===== src/rtl/vx_axi_pkg.sv =====
// Shared types for the AXI read credit controller.
//   ar_misc_t     : AR sideband fields {lock,cache,prot,qos,region}, 17 bits
//   axi_resp_e    : AXI response codes
//   drain_state_e : drain/quiesce state machine encoding
//   sel_bits()    : width of the requester select field in ARID/RID
package vx_axi_pkg;

  localparam int unsigned AR_MISC_W = 17;

  typedef struct packed {
    logic [1:0] lock;
    logic [3:0] cache;
    logic [2:0] prot;
    logic [3:0] qos;
    logic [3:0] region;
  } ar_misc_t;

  typedef enum logic [1:0] {
    RESP_OKAY   = 2'b00,
    RESP_EXOKAY = 2'b01,
    RESP_SLVERR = 2'b10,
    RESP_DECERR = 2'b11
  } axi_resp_e;

  localparam logic [1:0] ST_RUN   = 2'd0;
  localparam logic [1:0] ST_DRAIN = 2'd1;
  localparam logic [1:0] ST_HELD  = 2'd2;

  typedef enum logic [1:0] {
    RUN   = ST_RUN,
    DRAIN = ST_DRAIN,
    HELD  = ST_HELD
  } drain_state_e;

  // A single requester still gets a 1-bit (constant zero) select.
  function automatic int unsigned sel_bits(input int unsigned num_reqs);
    return (num_reqs > 1) ? $clog2(num_reqs) : 1;
  endfunction

endpackage


===== src/rtl/vx_credit_counter.sv =====
// Saturating up/down credit counter.
//   clk, rst_n  : clock, async active-low reset
//   inc_i/dec_i : count up / down this cycle (both together = no change)
//   count_o     : current count
//   at_limit_o  : count has reached LIMIT
module vx_credit_counter #(
  parameter int unsigned WIDTH = 4,
  parameter int unsigned LIMIT = 8
) (
  input  logic             clk,
  input  logic             rst_n,
  input  logic             inc_i,
  input  logic             dec_i,
  output logic [WIDTH-1:0] count_o,
  output logic             at_limit_o
);

  logic [WIDTH-1:0] count_q, count_d;

  // Saturate at LIMIT going up and at zero going down.
  always_comb begin
    count_d = count_q;
    if (inc_i && !dec_i && (count_q < WIDTH'(LIMIT))) begin
      count_d = count_q + WIDTH'(1);
    end else if (dec_i && !inc_i && (count_q != '0)) begin
      count_d = count_q - WIDTH'(1);
    end
  end

  always_ff @(posedge clk or negedge rst_n) begin
    if (!rst_n) count_q <= '0;
    else        count_q <= count_d;
  end

  assign count_o    = count_q;
  assign at_limit_o = (count_q >= WIDTH'(LIMIT));

  // A retire with nothing outstanding is an upstream protocol violation.
  a_no_underflow : assert property (@(posedge clk) disable iff (!rst_n)
                                    !(dec_i && !inc_i && (count_q == '0)))
    else $error("vx_credit_counter: decrement while count is zero");

endmodule


===== src/rtl/vx_axi_read_credit_ctrl.sv =====
// Outstanding-read credit controller between the read arbiter and memory.
// Tracks in-flight bursts globally and per requester (select bits in ARID/RID),
// stalls AR when credits are exhausted, and offers a drain/quiesce handshake.
// AR and R channels are combinational pass-throughs.
//   clk, reset          : clock, async active-low reset
//   s_ar* / m_ar*       : upstream / downstream AR channel
//   m_r* / s_r*         : downstream / upstream R channel
//   drain_req/drain_ack : level drain request / drained indication
//   pending_total       : global in-flight burst count
//   pending_req         : per-requester counts, requester i at [i*REQ_W +: REQ_W]
//   busy                : any burst in flight
//   timeout_err         : sticky watchdog flag (VX_AXI_RD_TIMEOUT_EN), else 0
// Optional: define VX_AXI_RD_TIMEOUT_EN to build the watchdog.
module vx_axi_read_credit_ctrl
  import vx_axi_pkg::*;
#(
  parameter int unsigned NUM_REQS        = 2,
  parameter int unsigned ID_WIDTH        = 5,
  parameter int unsigned SEL_IDX         = 0,
  parameter int unsigned MAX_PENDING     = 16,
  parameter int unsigned MAX_PENDING_REQ = 8,
  parameter int unsigned ADDR_WIDTH      = 32,
  parameter int unsigned DATA_WIDTH      = 512,
  parameter int unsigned TIMEOUT_CYCLES  = 4096,
  localparam int unsigned TOT_W = $clog2(MAX_PENDING + 1),
  localparam int unsigned REQ_W = $clog2(MAX_PENDING_REQ + 1)
) (
  input  logic                      clk,
  input  logic                      reset,
  // upstream AR
  input  logic                      s_arvalid,
  output logic                      s_arready,
  input  logic [ADDR_WIDTH-1:0]     s_araddr,
  input  logic [ID_WIDTH-1:0]       s_arid,
  input  logic [7:0]                s_arlen,
  input  logic [2:0]                s_arsize,
  input  logic [1:0]                s_arburst,
  input  ar_misc_t                  s_ar_misc,
  // downstream AR
  output logic                      m_arvalid,
  input  logic                      m_arready,
  output logic [ADDR_WIDTH-1:0]     m_araddr,
  output logic [ID_WIDTH-1:0]       m_arid,
  output logic [7:0]                m_arlen,
  output logic [2:0]                m_arsize,
  output logic [1:0]                m_arburst,
  output ar_misc_t                  m_ar_misc,
  // downstream R
  input  logic                      m_rvalid,
  output logic                      m_rready,
  input  logic [DATA_WIDTH-1:0]     m_rdata,
  input  logic                      m_rlast,
  input  logic [ID_WIDTH-1:0]       m_rid,
  input  logic [1:0]                m_rresp,
  // upstream R
  output logic                      s_rvalid,
  input  logic                      s_rready,
  output logic [DATA_WIDTH-1:0]     s_rdata,
  output logic                      s_rlast,
  output logic [ID_WIDTH-1:0]       s_rid,
  output logic [1:0]                s_rresp,
  // control / status
  input  logic                      drain_req,
  output logic                      drain_ack,
  output logic [TOT_W-1:0]          pending_total,
  output logic [NUM_REQS*REQ_W-1:0] pending_req,
  output logic                      busy,
  output logic                      timeout_err
);

  localparam int unsigned SEL_W    = sel_bits(NUM_REQS);
  localparam int unsigned SEL_SPAN = 1 << SEL_W;

  drain_state_e        state_q, state_d;
  logic [SEL_W-1:0]    ar_sel, r_sel;
  logic [SEL_SPAN-1:0] req_full;
  logic                glob_full;
  logic                grant;
  logic                issue, retire;

  // Requester select decode; no ID bits are looked at for a single requester.
  if (NUM_REQS > 1) begin : g_sel
    assign ar_sel = s_arid[SEL_IDX +: SEL_W];
    assign r_sel  = m_rid[SEL_IDX +: SEL_W];
  end else begin : g_nosel
    assign ar_sel = '0;
    assign r_sel  = '0;
  end

  // Grant uses registered state only, so m_arready never loops back into it.
  assign grant = reset && (state_q == RUN) && !glob_full && !req_full[ar_sel];

  assign m_arvalid = s_arvalid & grant;
  assign s_arready = m_arready & grant;
  assign m_araddr  = s_araddr;
  assign m_arid    = s_arid;
  assign m_arlen   = s_arlen;
  assign m_arsize  = s_arsize;
  assign m_arburst = s_arburst;
  assign m_ar_misc = s_ar_misc;

  assign s_rvalid = m_rvalid;
  assign m_rready = s_rready;
  assign s_rdata  = m_rdata;
  assign s_rlast  = m_rlast;
  assign s_rid    = m_rid;
  assign s_rresp  = m_rresp;

  assign issue  = m_arvalid & m_arready;
  assign retire = m_rvalid & s_rready & m_rlast;

  // Global credit pool.
  vx_credit_counter #(
    .WIDTH (TOT_W),
    .LIMIT (MAX_PENDING)
  ) u_cnt_total (
    .clk        (clk),
    .rst_n      (reset),
    .inc_i      (issue),
    .dec_i      (retire),
    .count_o    (pending_total),
    .at_limit_o (glob_full)
  );

  // Per-requester credit pools.
  for (genvar i = 0; i < NUM_REQS; i++) begin : g_req
    vx_credit_counter #(
      .WIDTH (REQ_W),
      .LIMIT (MAX_PENDING_REQ)
    ) u_cnt_req (
      .clk        (clk),
      .rst_n      (reset),
      .inc_i      (issue  && (ar_sel == SEL_W'(i))),
      .dec_i      (retire && (r_sel  == SEL_W'(i))),
      .count_o    (pending_req[i*REQ_W +: REQ_W]),
      .at_limit_o (req_full[i])
    );
  end

  // Select codes with no requester behind them are never granted.
  if (SEL_SPAN > NUM_REQS) begin : g_pad
    assign req_full[SEL_SPAN-1:NUM_REQS] = '1;
  end

  // Drain FSM; entry from RUN waits until no AR is left hanging on m_ar*.
  always_comb begin
    state_d = state_q;
    case (state_q)
      RUN:     if (drain_req && (!m_arvalid || m_arready)) state_d = DRAIN;
      DRAIN: begin
        if (!drain_req)                state_d = RUN;
        else if (pending_total == '0)  state_d = HELD;
      end
      HELD:    if (!drain_req) state_d = RUN;
      default: state_d = RUN;
    endcase
  end

  always_ff @(posedge clk or negedge reset) begin
    if (!reset) state_q <= RUN;
    else        state_q <= state_d;
  end

  assign drain_ack = (state_q == HELD);
  assign busy      = (pending_total != '0);

`ifdef VX_AXI_RD_TIMEOUT_EN
  localparam int unsigned WD_W = $clog2(TIMEOUT_CYCLES + 1);

  logic [WD_W-1:0] wd_q, wd_d;
  logic            to_q, to_d;

  // Watchdog: counts busy cycles without forward progress; flag is sticky.
  always_comb begin
    wd_d = wd_q;
    to_d = to_q;
    if (retire || !busy) begin
      wd_d = '0;
    end else if (wd_q < WD_W'(TIMEOUT_CYCLES)) begin
      wd_d = wd_q + WD_W'(1);
    end
    if (busy && !retire && (wd_q == WD_W'(TIMEOUT_CYCLES - 1))) to_d = 1'b1;
  end

  always_ff @(posedge clk or negedge reset) begin
    if (!reset) begin
      wd_q <= '0;
      to_q <= 1'b0;
    end else begin
      wd_q <= wd_d;
      to_q <= to_d;
    end
  end

  assign timeout_err = to_q;

  a_no_timeout : assert property (@(posedge clk) disable iff (!reset)
                                  !(to_d && !to_q))
    else $error("vx_axi_read_credit_ctrl: read response watchdog expired");
`else
  assign timeout_err = 1'b0;
`endif

endmodule


===== config.mk =====
export PLATFORM = sky130hd
export DESIGN_NAME = vx_axi_read_credit_ctrl
export DESIGN_NICKNAME = d
export VERILOG_FILES = /design/src/rtl/vx_axi_pkg.sv /design/src/rtl/vx_credit_counter.sv /design/src/rtl/vx_axi_read_credit_ctrl.sv
export SDC_FILE = /design/constraint.sdc
export NUM_CORES = 1
export LEC_CHECK = 0
export BUFFER_PORTS_ARGS = -buffer_cell sky130_fd_sc_hd__buf_2
export CAP_MARGIN = 10
export CORE_AREA = 5 5 465 467
export CTS_BUF_LIST = sky130_fd_sc_hd__clkbuf_8
export DETAILED_ROUTE_END_ITERATION = 12
export DIE_AREA = 0 0 470 472
export SLEW_MARGIN = 5
export SYNTH_ARGS = -nofsm -noshare
export SYNTH_HDL_FRONTEND = slang
export SYNTH_HIERARCHICAL = 1
export SYNTH_SLANG_ARGS = --single-unit
export TNS_END_PERCENT = 50

===== constraint.sdc =====
create_clock -name clk -period 2.96 [get_ports clk]
set_input_delay 0.592 -clock clk [delete_from_list [all_inputs] [get_ports clk]]
set_output_delay 0.592 -clock clk [all_outputs]
set_load 0.01 [all_outputs]

==> impl_metrics.tcl, run 1 <==
set metrics [dict create \
    status "finished clean" \
    synth_cell_types 43 \
    r2r-end "g_req[0].u_cnt_req/count_o[3]" \
    synth_top_cells_by_count "buf_4, dfrtp_1, nand2_1, nand3_1, ha_1" \
    finalSetupTns_ns 0 \
    synth-seq-area-share 0.06757 \
    synthTopCellsByArea "buf_4, dfrtp_1, ha_1" \
    synth_edf_count 0 \
    cp.arrival_ns 2.90 \
    antenna_found_initial 9 \
    regToRegSetupSlack_ns 0.26 \
    hold_viol 0 \
    port-buffer-count 31 \
    required_ns 3.15 \
    worstSetupEndpointType "flop" \
    fmax_mhz 369.7 \
    num_rows 169 \
    synthCells 702 \
    die_height_um 472 \
    wire_per_inst_um 58.41 \
    r2r_start "u_cnt_total/count_o[4]" \
    power.density_nw_per_um2 298.3 \
    critPathMaxFanout 8 \
    finalWeightedCongestion 0.8400 \
    ctsHtreeMaxLevel 1 \
    layout.nets 751 \
    ys_async_sr_fraction 1.000 \
    cts_resized 0 \
    final_antenna_net_count 0 \
    hold_class "input port to async pin" \
    place_ws_ns 0.1153 \
    wl_um 173400 \
    ctsHoldBuffers 0 \
    syn2layout_area_growth_pct -12.48 \
    grt_pass1_vias 2393 \
    synth-seq-cells 15 \
    slew_viol_final 0 \
    syn_area_per_cell_um2 7.914 \
    cts_tree "built" \
    layout-drive-gt1-share 0.3767 \
    first_pass_iters 4 \
    drc 0 \
    holdWs_ns 0.3109 \
    synth.largest_area_cell "buf_4" \
    core-area_um2 211200 \
    vias 2558 \
    hpwlAfterDp_um 171500 \
    yosysTopAreaCellShare 0.7973 \
    grt_remaining_overflow 0 \
    synth_ff_type "dfrtp_1" \
    fill_cells 25229 \
    max-cap-violations 0 \
    power_mw 1.450 \
    ir_worst_vdd_mv 0.3153 \
    fin_crit_sh 0.9137 \
    yosys_warnings 6 \
    die_area_um2 221800 \
    start_util 0.02630 \
    synth_nets 1306 \
    dieWidth_um 470 \
    setup_slack_ns 0.2554 \
    path_clk_slew_ns 0.07 \
    grt_pass1_wl_um 181600 \
    worstMarginPinSlew_ns 0.5645 \
    io_pins 1201 \
    fin_crit_ns 2.705 \
    cts_buffers 3 \
    clkSinkCount 15 \
    viasPerCell 0.8619 \
    clk_latency_ns 0.25 \
    finalSetupViolCount 0 \
    fin_skew_ns 0.003426 \
    grt_max_degree 16 \
    drt-initial-drc-count 127 \
    cts_setup_buffers 0 \
    syn_area_um2 5555 \
    rsz0062_at_grt "no" \
    max-slew-margin-rel 0.6262 \
    critPathLaunchType "flop" \
    synth_most_common_cell "buf_4" \
    worst_r2r_path_depth 9 \
    cts_root_buf "clkbuf_8" \
    grtUsageTotal 0.1495 \
    setup.worst_path.class "flop to flop" \
    leakage_nw 0.6132 \
    clock_path_buffers 2 \
]
## critical path, stage by stage, from the launching register on
cell and delay, ns:
dfrtp_1 0.50, nor4b_4 0.32, nand3_2 0.13, nor3_1 0.31, nand2_1 0.20, ha_1 0.37
a21oi_2 0.13, nand2_1 0.09, or4_1 0.50, nand3_1 0.08
## worst max path at each step
stage                                start  slack (ns)                            end
finish              u_cnt_total/count_o[4]        0.26  g_req[0].u_cnt_req/count_o[3]
global route        u_cnt_total/count_o[4]        0.03  g_req[0].u_cnt_req/count_o[3]
CTS                 u_cnt_total/count_o[4]        0.25         u_cnt_total/count_o[4]
detailed placement               s_arid[0]        0.12         u_cnt_total/count_o[4]
global placement                     reset        0.15         u_cnt_total/count_o[4]
floorplan           u_cnt_total/count_o[4]        0.26         u_cnt_total/count_o[4]
## layer usage
layer  share of wire  routed length (um)  GRT usage  vias up
met5          0.0015                 267   0.007463        -
li1                -                   -          -      474
met1           0.035                6018    0.01478      608
met4           0.031                5375    0.04063        8
met3            0.51               87630     0.3579      168
met2            0.43               74080     0.2268     1300
## power breakdown
part           switching [mW]  internal [mW]
sequential              0.167          0.290
clock                  0.0798         0.0932
combinational           0.536          0.285
## kinds of logic after synthesis
| family | Yosys count | share of synthesized area |
|---|---|---|
| other cells | 1 | 0.0006750 |
| simple gates | 44 | 0.04955 |
| mux | 8 | 0.01712 |
| flops | 15 | 0.06757 |
| fa+ha+maj | 10 | 0.02658 |
| compound gates | 19 | 0.02455 |
| xor+xnor | 7 | 0.01104 |
| buf+inv | 598 | 0.8029 |
## layout make-up
cell class | instances | area, um2 | area share
Clock inverter | 1 | 5.005 | 0.001029
Inverter | 5 | 18.77 | 0.003860
Tap cell | 2821 | 3530 | 0.7259
Multi-Input combinational cell | 89 | 719.4 | 0.1480
Antenna cell | 1 | 2.502 | 0.0005147
Timing Repair Buffer | 33 | 170.2 | 0.03500
Sequential cell | 15 | 375.4 | 0.07720
Clock buffer | 3 | 41.29 | 0.008492
## stage by stage
stage | utilization | std cells | cell area [um2]
2_1_floorplan | - | 702 | 5555
3_3_place_gp | 0.02279 | 2963 | 4813
3_5_place_dp | 0.02279 | 2963 | 4813
4_1_cts | 0.02301 | 2967 | 4860
5_1_grt | 0.02302 | 2968 | 4862
6_report | 0.02302 | 2968 | 4862
## state kept, by name (all words and copies together), names as in the netlist
name	cells
u_cnt_total/count_o	5
g_req.u_cnt_req/count_o	8
state_q	2
## layout by cell type, fill, tap and decap left out, drive strengths merged, types with 3 or more instances in the layout
cell type	count
dfrtp	15
nor3	5
buf	33
nand3	9
inv	5
xor2	6
mux2	6
fa	3
a21oi	7
ha	7
o21ai	4
nor2	5
nand2	8
and3	3
clkbuf	3
(Power assumes the default switching activity.)
==> run 2, diff against run 1 <==
--- a/config.mk
+++ b/config.mk
@@ -7,11 +7,11 @@
 export LEC_CHECK = 0
 export BUFFER_PORTS_ARGS = -buffer_cell sky130_fd_sc_hd__buf_2
 export CAP_MARGIN = 10
-export CORE_AREA = 5 5 465 467
+export CORE_AREA = 5 5 467 469
 export CTS_BUF_LIST = sky130_fd_sc_hd__clkbuf_8
 export DETAILED_ROUTE_END_ITERATION = 12
-export DIE_AREA = 0 0 470 472
-export SLEW_MARGIN = 5
+export DIE_AREA = 0 0 472 474
+export RECOVER_POWER = 100
 export SYNTH_ARGS = -nofsm -noshare
 export SYNTH_HDL_FRONTEND = slang
 export SYNTH_HIERARCHICAL = 1
==> constraint.sdc (replaced) <==
create_clock -name clk -period 2.33 [get_ports clk]
set_input_delay 0.466 -clock clk [delete_from_list [all_inputs] [get_ports clk]]
set_output_delay 0.466 -clock clk [all_outputs]
set_load 0.01 [all_outputs]
==> impl_metrics.tcl, run 2 (synthesis results as in run 1) <==
set metrics [dict create \
    status "complete, but fails checks" \
    violations "negative setup slack" \
    clkSinkCount 15 \
    mostFrequentLayoutCells "buf_4, buf_2, dfrtp_1, nand3_1, clkbuf_1" \
    setup_slack_ns -0.1479 \
    p_seq_frac 0.266 \
    hold_class "input port to flop" \
    max-cap-violations 0 \
    grt_pass1_wl_um 177300 \
    layout.nets 784 \
    finalWeightedCongestion 0.8401 \
    fin_cells 3020 \
    dp_cells 3009 \
    slew_viol_final 0 \
    dieWidth_um 472 \
    final_antenna_net_count 0 \
    clockPowerShare 0.096 \
    leakage_nw 0.7839 \
    combPwrFrac 0.638 \
    start_util 0.02601 \
    fin_skew_ns 0.004046 \
    swShare 0.5150 \
    worstMarginPinSlew_ns 0.9362 \
    critPathLaunchType "flop" \
    port-buffer-count 31 \
    multi_input_area_um2 820.8 \
    cts_root_buf "clkbuf_8" \
    drc 0 \
    die_area_um2 223700 \
    fmax_mhz 403.6 \
    finalSetupViolCount 5 \
    cts_tree "built" \
    clock_path_buffers 2 \
    viasPerCell 0.7858 \
    layout-drive-gt1-share 0.5307 \
    wl_um 171600 \
    power.switching_mw 1.127 \
    core-area_um2 213600 \
    power.internal_mw 1.062 \
    drt-initial-drc-count 112 \
    place_ws_ns -0.5410 \
    fill_cells 25607 \
    hold_viol 0 \
    cts_buffers 3 \
    critPathMaxFanout 5 \
    antenna_found_initial 10 \
    die_height_um 474 \
    worstSetupEndpointType "flop" \
    ctsHtreeMaxLevel 1 \
    grt_pass1_vias 2269 \
    grt_remaining_overflow 0 \
    largest_register_ffs 8 \
    path_clk_slew_ns 0.06 \
    cp.arrival_ns 2.65 \
    clk_latency_ns 0.25 \
    grtUsageTotal 0.1465 \
    syn2layout_area_growth_pct -5.338 \
    max-slew-margin-rel 0.3759 \
    rsz0062_at_grt "yes" \
    vias 2373 \
    io_pins 1201 \
    setup.worst_path.class "flop to flop" \
    grt_max_degree 16 \
    fin_crit_ns 2.478 \
    power.density_nw_per_um2 416.3 \
    num_rows 170 \
    ir_worst_vdd_mv 0.2480 \
    seq_area_um2 376.6 \
    fin_crit_sh 1.063 \
    layout_commonest_cell "buf_4" \
    required_ns 2.50 \
    hpwlAfterDp_um 169900 \
    wire_per_inst_um 56.83 \
    first_pass_iters 4 \
]
==> run 2: power groups by stage <==
stage / clock network (mW) / logic (mW) / registers, mW
2_1_floorplan: 0 / 1.53 / 0.594
3_3_place_gp: 0 / 1.32 / 0.569
3_5_place_dp: 0 / 1.35 / 0.575
4_1_cts: 0.220 / 1.42 / 0.586
5_1_grt: 0.231 / 1.55 / 0.615
6_report: 0.211 / 1.40 / 0.581
==> run 2: final timing paths <==
check	start	to	slack, ns	cells past startpoint
max in group asynchronous	reset	u_cnt_total/count_o[4]	1.19	2
hold reg to reg	g_req[1].u_cnt_req/count_o[0]	g_req[1].u_cnt_req/count_o[0]	0.61	1
setup / recovery	state_q[1]	u_cnt_total/count_o[4]	-0.15	9
min in group asynchronous	reset	state_q[0]	0.51	2
setup reg to reg	state_q[1]	u_cnt_total/count_o[4]	-0.15	9
hold / removal	drain_req	state_q[1]	0.47	3
==> run 2: stage by stage <==
stage	hold slack [ns]	setup TNS (ns)	power (mW)	util	cell area, um2
floorplan	0.1704	-0.8676	2.121	-	5607
global placement	0.4660	-2.029	1.886	0.02394	5112
detailed placement	0.4817	-2.577	1.922	0.02394	5112
CTS	0.2081	-0.6345	2.229	0.02452	5236
global route	0.4996	-1.432	2.393	0.02460	5254
finish	0.4731	-0.4614	2.189	0.02463	5259
==> run 2: area by class of cell <==
type | count | area share
inverter | 5 | 0.003569
clock inverter | 1 | 0.0007138
antenna | 3 | 0.001428
clock buffer | 3 | 0.007852
multi-input combinational | 89 | 0.1561
timing repair buffer | 66 | 0.08351
tap | 2838 | 0.6752
sequential | 15 | 0.07162
==> run 2: critical path, stage by stage, from the launching register on <==
cell,delay [ns]
dfrtp_1,0.41
nor4b_4,0.36
and4_4,0.27
nor2b_4,0.17
nand2_4,0.09
fa_2,0.35
nand3_1,0.09
nand2_1,0.07
or4b_1,0.51
o211ai_2,0.07
==> run 2: metal layers <==
layer | share of wire | vias to the layer above | GRT usage
li1 | - | 541 | -
met1 | 0.028 | 662 | 0.01120
met2 | 0.44 | 1014 | 0.2323
met3 | 0.51 | 154 | 0.3513
met4 | 0.021 | 2 | 0.02844
met5 | 0.000093 | - | 0
==> run 2: repair_timing <==
item / 4_1_cts / 5_1_grt
resized for setup: 12 / 3
hold buffers: 0 / 0
setup endpoints to repair: 7 / 9
buffers inserted: 2 / 2
pin swaps: 8 / 1
gates cloned: 0 / 0
